==> src/rtl/mem_arbiter.sv <==
// rtl/mem_arbiter.sv - three-requester single-outstanding memory arbiter with timeout
module mem_arbiter #(
  parameter int ADDR_W  = 32,
  parameter int DATA_W  = 32,
  parameter int TIMEOUT = 16
) (
  input  logic                clk,
  input  logic                rst,
  input  logic                dbg_req,
  input  logic                dbg_we,
  input  logic [ADDR_W-1:0]   dbg_addr,
  input  logic [DATA_W-1:0]   dbg_wdata,
  input  logic [DATA_W/8-1:0] dbg_be,
  output logic                dbg_gnt,
  output logic                dbg_rvalid,
  output logic [DATA_W-1:0]   dbg_rdata,
  output logic                dbg_err,
  input  logic                dat_req,
  input  logic                dat_we,
  input  logic [ADDR_W-1:0]   dat_addr,
  input  logic [DATA_W-1:0]   dat_wdata,
  input  logic [DATA_W/8-1:0] dat_be,
  output logic                dat_gnt,
  output logic                dat_rvalid,
  output logic [DATA_W-1:0]   dat_rdata,
  output logic                dat_err,
  input  logic                ins_req,
  input  logic                ins_we,
  input  logic [ADDR_W-1:0]   ins_addr,
  input  logic [DATA_W-1:0]   ins_wdata,
  input  logic [DATA_W/8-1:0] ins_be,
  output logic                ins_gnt,
  output logic                ins_rvalid,
  output logic [DATA_W-1:0]   ins_rdata,
  output logic                ins_err,
  output logic                mem_req,
  output logic                mem_we,
  output logic [ADDR_W-1:0]   mem_addr,
  output logic [DATA_W-1:0]   mem_wdata,
  output logic [DATA_W/8-1:0] mem_be,
  input  logic                mem_ready,
  input  logic                mem_rvalid,
  input  logic [DATA_W-1:0]   mem_rdata
);

  typedef enum logic {S_IDLE, S_WAIT} state_t;
  typedef enum logic [1:0] {OWN_DBG, OWN_DAT, OWN_INS} owner_t;

  // Last WAIT count value before the timeout fires (counter holds completed idle WAIT cycles)
  localparam logic [7:0] LP_CNT_LAST = 8'(TIMEOUT - 1);

  state_t            r_state;
  owner_t            r_owner;
  logic [7:0]        r_cnt;
  logic              r_ptr_dat;   // 0: ins favoured on a dat/ins tie, 1: dat favoured
  logic              r_dbg_rvalid, r_dat_rvalid, r_ins_rvalid;
  logic              r_dbg_err, r_dat_err, r_ins_err;
  logic [DATA_W-1:0] r_dbg_rdata, r_dat_rdata, r_ins_rdata;

  logic              w_can_issue;
  logic              w_gnt_dbg, w_gnt_dat, w_gnt_ins, w_gnt_any;
  logic              w_mem_done, w_timeout, w_rsp;
  logic [DATA_W-1:0] w_rsp_data;

  // Grant decision: dbg first, then round-robin between dat and ins; never during reset
  always_comb begin
    w_can_issue = !rst && (r_state == S_IDLE) && mem_ready;
    w_gnt_dbg   = w_can_issue && dbg_req;
    w_gnt_dat   = w_can_issue && !dbg_req && dat_req && (!ins_req || r_ptr_dat);
    w_gnt_ins   = w_can_issue && !dbg_req && ins_req && (!dat_req || !r_ptr_dat);
    w_gnt_any   = w_gnt_dbg || w_gnt_dat || w_gnt_ins;
  end

  // Memory request attributes follow the winner in the grant cycle
  always_comb begin
    mem_we    = ins_we;
    mem_addr  = ins_addr;
    mem_wdata = ins_wdata;
    mem_be    = ins_be;
    if (w_gnt_dbg) begin
      mem_we    = dbg_we;
      mem_addr  = dbg_addr;
      mem_wdata = dbg_wdata;
      mem_be    = dbg_be;
    end else if (w_gnt_dat) begin
      mem_we    = dat_we;
      mem_addr  = dat_addr;
      mem_wdata = dat_wdata;
      mem_be    = dat_be;
    end
  end

  // Response qualification: memory answer wins over a coincident timeout
  always_comb begin
    w_mem_done = (r_state == S_WAIT) && mem_rvalid;
    w_timeout  = (r_state == S_WAIT) && !mem_rvalid && (r_cnt == LP_CNT_LAST);
    w_rsp      = w_mem_done || w_timeout;
    w_rsp_data = mem_rvalid ? mem_rdata : '0;
  end

  assign mem_req    = w_gnt_any;
  assign dbg_gnt    = w_gnt_dbg;
  assign dat_gnt    = w_gnt_dat;
  assign ins_gnt    = w_gnt_ins;
  assign dbg_rvalid = r_dbg_rvalid;
  assign dat_rvalid = r_dat_rvalid;
  assign ins_rvalid = r_ins_rvalid;
  assign dbg_err    = r_dbg_err;
  assign dat_err    = r_dat_err;
  assign ins_err    = r_ins_err;
  assign dbg_rdata  = r_dbg_rdata;
  assign dat_rdata  = r_dat_rdata;
  assign ins_rdata  = r_ins_rdata;

  // Arbiter FSM, round-robin pointer, timeout counter and registered response pulses
  always_ff @(posedge clk) begin
    if (rst) begin
      r_state      <= S_IDLE;
      r_owner      <= OWN_DBG;
      r_cnt        <= '0;
      r_ptr_dat    <= 1'b0;
      r_dbg_rvalid <= 1'b0;
      r_dat_rvalid <= 1'b0;
      r_ins_rvalid <= 1'b0;
      r_dbg_err    <= 1'b0;
      r_dat_err    <= 1'b0;
      r_ins_err    <= 1'b0;
      r_dbg_rdata  <= '0;
      r_dat_rdata  <= '0;
      r_ins_rdata  <= '0;
    end else begin
      r_dbg_rvalid <= w_rsp && (r_owner == OWN_DBG);
      r_dat_rvalid <= w_rsp && (r_owner == OWN_DAT);
      r_ins_rvalid <= w_rsp && (r_owner == OWN_INS);
      r_dbg_err    <= w_timeout && (r_owner == OWN_DBG);
      r_dat_err    <= w_timeout && (r_owner == OWN_DAT);
      r_ins_err    <= w_timeout && (r_owner == OWN_INS);
      r_dbg_rdata  <= (w_rsp && (r_owner == OWN_DBG)) ? w_rsp_data : '0;
      r_dat_rdata  <= (w_rsp && (r_owner == OWN_DAT)) ? w_rsp_data : '0;
      r_ins_rdata  <= (w_rsp && (r_owner == OWN_INS)) ? w_rsp_data : '0;
      if (r_state == S_IDLE) begin
        if (w_gnt_any) begin
          r_state <= S_WAIT;
          r_cnt   <= '0;
          if (w_gnt_dbg) begin
            r_owner <= OWN_DBG;
          end else if (w_gnt_dat) begin
            r_owner   <= OWN_DAT;
            r_ptr_dat <= 1'b0;
          end else begin
            r_owner   <= OWN_INS;
            r_ptr_dat <= 1'b1;
          end
        end
      end else begin
        if (w_rsp) begin
          r_state <= S_IDLE;
        end else begin
          r_cnt <= r_cnt + 8'd1;
        end
      end
    end
  end

endmodule

==> config.mk <==
export PLATFORM = sky130hd
export DESIGN_NAME = mem_arbiter
export DESIGN_NICKNAME = d
export VERILOG_FILES = /design/src/rtl/mem_arbiter.sv
export SDC_FILE = /design/constraint.sdc
export NUM_CORES = 1
export LEC_CHECK = 0
export CAP_MARGIN = 20
export CORE_AREA = 8 8 158 160
export DETAILED_ROUTE_END_ITERATION = 10
export DIE_AREA = 0 0 166 168
export PLACE_DENSITY = 0.63
export SYNTH_ARGS = -nofsm -noshare
export SYNTH_HDL_FRONTEND = slang
export SYNTH_SLANG_ARGS = --single-unit
==> constraint.sdc <==
create_clock -name clk -period 3.3 [get_ports clk]
set_input_delay 0.495 -clock clk [delete_from_list [all_inputs] [get_ports clk]]
set_output_delay 0.495 -clock clk [all_outputs]
set_load 0.005 [all_outputs]
======== Yosys cells after proc, flatten, opt, wreduce, memory -nomap -nowiden ========
Cells that the tools add are included.
word-level totals
  flip-flop bits (word level) ............. 114
  latch bits .............................. 0
  memory bits (writable) .................. 0
  memory bits (read-only) ................. 0
  input port bits ......................... 246
  output and inout port bits .............. 175
  logic and storage cells ................. 77
  memories kept ........................... 0
cells by class
  $add $sub $neg .......................... 1
  multiply operators ...................... 0
  divide/modulo/power cells ............... 0
  magnitude comparators ................... 0
  equal/unequal tests ..................... 4
  shift-type cells ........................ 0
  mux-type cells .......................... 18
  bitwise logic cells ..................... 5
  reduce and logical (&&, ||, !) cells .... 36
operator list
  operator             count
  $mux 32              5
  $mux 8               3
  $logic_and 1x1->1    17
  $add 8x1->8 const B  1
  $eq 8x4->1 const B   1
  $mux 4               2
  $logic_not 1->1      6
  $mux 1               6
  $reduce_or 2->1      3
  $logic_or 1x1->1     5
  $not 1->1            5
  $mux 2               2
  $reduce_and 2->1     2
  $reduce_and 3->1     1
  $eq 2x1->1 const B   1
  $eq 2x2->1 const B   1
  $logic_not 2->1      1
  $ne 2x2->1 const B   1
  $reduce_bool 2->1    1

======== Longest topological paths before layout ========
  word-level depth ........................ 10
  depth in mapped cells ................... 8
  gate-level depth less buffers ........... 5

======== Least setup slack after synthesis ========
OpenSTA, ideal clock, no wires.
  kind .................................... input to output
  start point ............................. in dbg_req
  end point ............................... out mem_addr[21]
  data arrival time ....................... 1.633 ns
  setup slack ............................. 1.172 ns
  stages .................................. 7
  buffers on the path ..................... 3
  cells stage by stage .................... nor4b_2 > and3_1 > buf_4 > nor2_2 > buf_2 > buf_6 > a21o_1
on the way
  word-level cells in the longest chain between the ends .. 6
  elaborated cells on any way between the ends .. 7
  those cells by class .................... 2 x mux; 5 x reduce/logical
RTL lines
  item                             RTL line  source
  from (decl)                      9         input logic dbg_req,
  $logic_not 1->1                  69        w_gnt_dat = w_can_issue && !dbg_req && dat_req && (!ins_req || r_ptr_dat);
  $logic_and 1x1->1 (3 in series)  69
  $mux 32                          85        end else if (w_gnt_dat) begin
  $mux 32 *                        80        if (w_gnt_dbg) begin
  to (decl)                        38        output logic [ADDR_W-1:0] mem_addr,
Every way passes the cells marked *; elsewhere a longest branch is shown, timed or not.

======== Final worst setup path ========
  start point ............................. in dbg_req
  end point ............................... out mem_addr[14]
The elaborated chain is that of the path after synthesis.

==> results <==
-- state kept, by name, indices dropped and copies added (netlist names) --
name,cells
dbg_rvalid,1
dat_rvalid,1
ins_rdata,32
dbg_rdata,32
r_state,1
r_owner,2
ins_rvalid,1
r_cnt,8
ins_err,1
dat_rdata,32
r_ptr_dat,1
dbg_err,1
dat_err,1
-- final timing paths --
| check | cells after the start | slack, ns | end |
|---|---|---|---|
| worst max-delay path | 8 | 0.11 | mem_addr[14] |
| worst max register to register | 6 | 1.26 | ins_rdata[22] |
| worst min-delay path | 1 | 0.51 | r_cnt[3] |
| worst min register to register | 1 | 0.51 | r_cnt[3] |
-- metrics by stage --
step | hold slack [ns] | utilization | instance area [sq um] | setup slack (ns)
floorplan | 0.473 | - | 4650 | 1.17
global placement | 0.490 | 0.411 | 9180 | 0.0455
detailed placement | 0.500 | 0.411 | 9180 | 0.00105
CTS | 0.512 | 0.438 | 9790 | 0.0112
global route | 0.542 | 0.439 | 9810 | 0.0216
finish | 0.513 | 0.439 | 9810 | 0.109
-- critical path: cells and delay by family --
kind | cells | cell delay, ns
AO/OA/AOI/OAI | 2 | 0.26
buffers and inverters | 4 | 1.36
AND/OR/NAND/NOR | 2 | 0.55
-- synthesized netlist by cell type (2+ instances only) --
library cell | n | share of area
a21o_1 | 72 | 0.12
a21oi_1 | 2 | 0.0022
a22o_1 | 73 | 0.14
a31oi_1 | 2 | 0.0027
and3_1 | 3 | 0.0040
buf_2 | 14 | 0.015
buf_4 | 2 | 0.0032
buf_6 | 8 | 0.019
clkbuf_1 | 14 | 0.011
dfxtp_1 | 114 | 0.49
inv_1 | 7 | 0.0057
nand2_1 | 42 | 0.034
nand3_1 | 6 | 0.0065
nand4_1 | 2 | 0.0027
nor2_1 | 102 | 0.082
nor2b_1 | 2 | 0.0027
o2111ai_4 | 2 | 0.011
o211ai_1 | 2 | 0.0032
or4_1 | 2 | 0.0032
-- routing by layer --
metal / routed length, microns / global-route usage
met1: 8950 / 0.173
met2: 12300 / 0.302
met3: 3020 / 0.0933
met4: 465 / 0.0585
met5: 61 / 0
-- power by group through the flow --
stage	sequential (mW)	clock (mW)	combinational [mW]
2_1_floorplan	1.42	0	0.181
6_report	1.39	1.86	0.695
4_1_cts	1.39	1.91	0.705
3_5_place_dp	1.42	0	0.701
3_3_place_gp	1.42	0	0.699
5_1_grt	1.39	1.98	0.740
-- layout make-up --
class,instances,share of cell area
Tap cell,285,0.0363
Antenna cell,2,0.000510
Inverter,7,0.00268
Timing Repair Buffer,435,0.449
Sequential cell,114,0.233
Clock inverter,14,0.0184
Clock buffer,17,0.0433
Multi-Input combinational cell,334,0.217
-- kinds of logic (layout without fill, tap and decap cells) --
family / count (synthesis) / in the layout / share of synthesized area
fa+ha+maj: 1 / 1 / 0.00269
flops: 114 / 114 / 0.491
simple gates: 173 / 173 / 0.161
buf+inv: 46 / 473 / 0.0555
other cells: 0 / 2 / 0
compound gates: 160 / 160 / 0.290
-- what timing repair did --
action	CTS	global route
hold endpoints to repair	0	0
pin swaps	0	2
endpoints found under the setup margin	1	61
gates resized for setup	1	3
cloned	0	0
==> results.toml <==
[cells_and_area]
num-fill-cells = 2165
final_common_cell = "clkdlybuf4s50_1"
areaGrowthSynthToFinish_pct = 111
layout.nets = 1156
final_cell_mix = "419 x clkdlybuf4s50_1, 114 x dfxtp_1, 102 x nor2_1"
multiInputGateArea_sq_um = 2130
drive_gt1_frac = 0.0641
seqCellArea_sq_um = 2280
final_cells = 1208

[pwr]
ir_drop_mv = 0.300
p_switching_mw = 0.892
p_sw_frac = 0.226
p_total_mw = 3.95
seqPwrFrac = 0.352
pwr-share-clk = 0.472
p_int_mw = 3.05
p_per_area_nw_per_um2 = 402
combPwrFrac = 0.176
p_leak_nw = 4.06

[timing]
slew_headroom = 0.599
hold_violations = 0
fin_crit_sh = 0.967
report.final.slew_viol_count = 0
tightest_slew_ns = 0.598
fmax_mhz = 313
timing.final.crit_period_ns = 3.19
setup_viol = 0
finalSetupTns_ns = 0
skew_ns = 0.00882
grt_setup_unrepaired = "no"

[die]
die_y_microns = 168
start_util = 0.208
die_width_microns = 166
die_area_sq_um = 27900
core_area_sq_um = 22400
rows = 55
ios = 421

[drt]
wirelength_microns = 24800
postRouteAntennaNets = 0
drc_errors = 0
vias = 5280
vias_per_cell = 4.37
firstDrtPassIters = 5
drt_iter0_markers = 280
wl_per_cell_microns = 20.6

[grt]
grt_pass1_vias = 5683
track_usage = 0.173
grt_start_max_net_pins = 42
gr-total-overflow = 0
antenna_found_initial = 8
grt_first_pass_wirelength_microns = 36400

[clock_network]
h-tree-depth = 4
cts_buffer_depth = 2
cts-buffers-inserted = 17
tritoncts = "yes"
cts.clk_slew.worst_paths_ns = 0.06
postCtsHoldBufs = 0
insertion_delay_ns = 0.40
cts-root-buf = "clkbuf_16"
cts_setup_buffers = 0
clock-sinks = 114

[critical_path]
r2r_start = "r_cnt[0]"
max_stage_delay_ns = 0.52
crit_required_ns = 2.80
slowest_stage = "clkdlybuf4s50_1"
startpoint = "dbg_req"
critPathMaxFanout = 23
endpoint_kind = "primary output"
critical_path.cell_chain = "clkdlybuf4s50_1 > nor4b_4 > and3_4 > buf_12 > buf_12 > a22o_1 > a21o_1 > clkdlybuf4s50_1"
arrival_ns = 2.70
worstSetupPathType = "in2out"
critPathLaunchType = "input port"

[yosys]
synthCells = 494
synth_area_sq_um = 4650
synth_edf_count = 0
synth-seq-cells = 114
ys_types = 42
async_reset_ff_frac = 0
ys_seq_area_frac = 0.491
syn_nets = 741
syn_area_per_cell_sq_um = 9.41
synthFlopType = "dfxtp_1"
synth_warnings = 0

[status]
status = "finished clean"

[run]
cap_viol_max_count = 0

[placed_design]
dp.final_hpwl_microns = 20500
placed_cells = 1175
port_buffers = 420
place_congestion = 0.891

[hold_path]
min_from = "r_cnt[3]"
hp-class = "reg2reg"
Power figures use the tool's default switching activity.
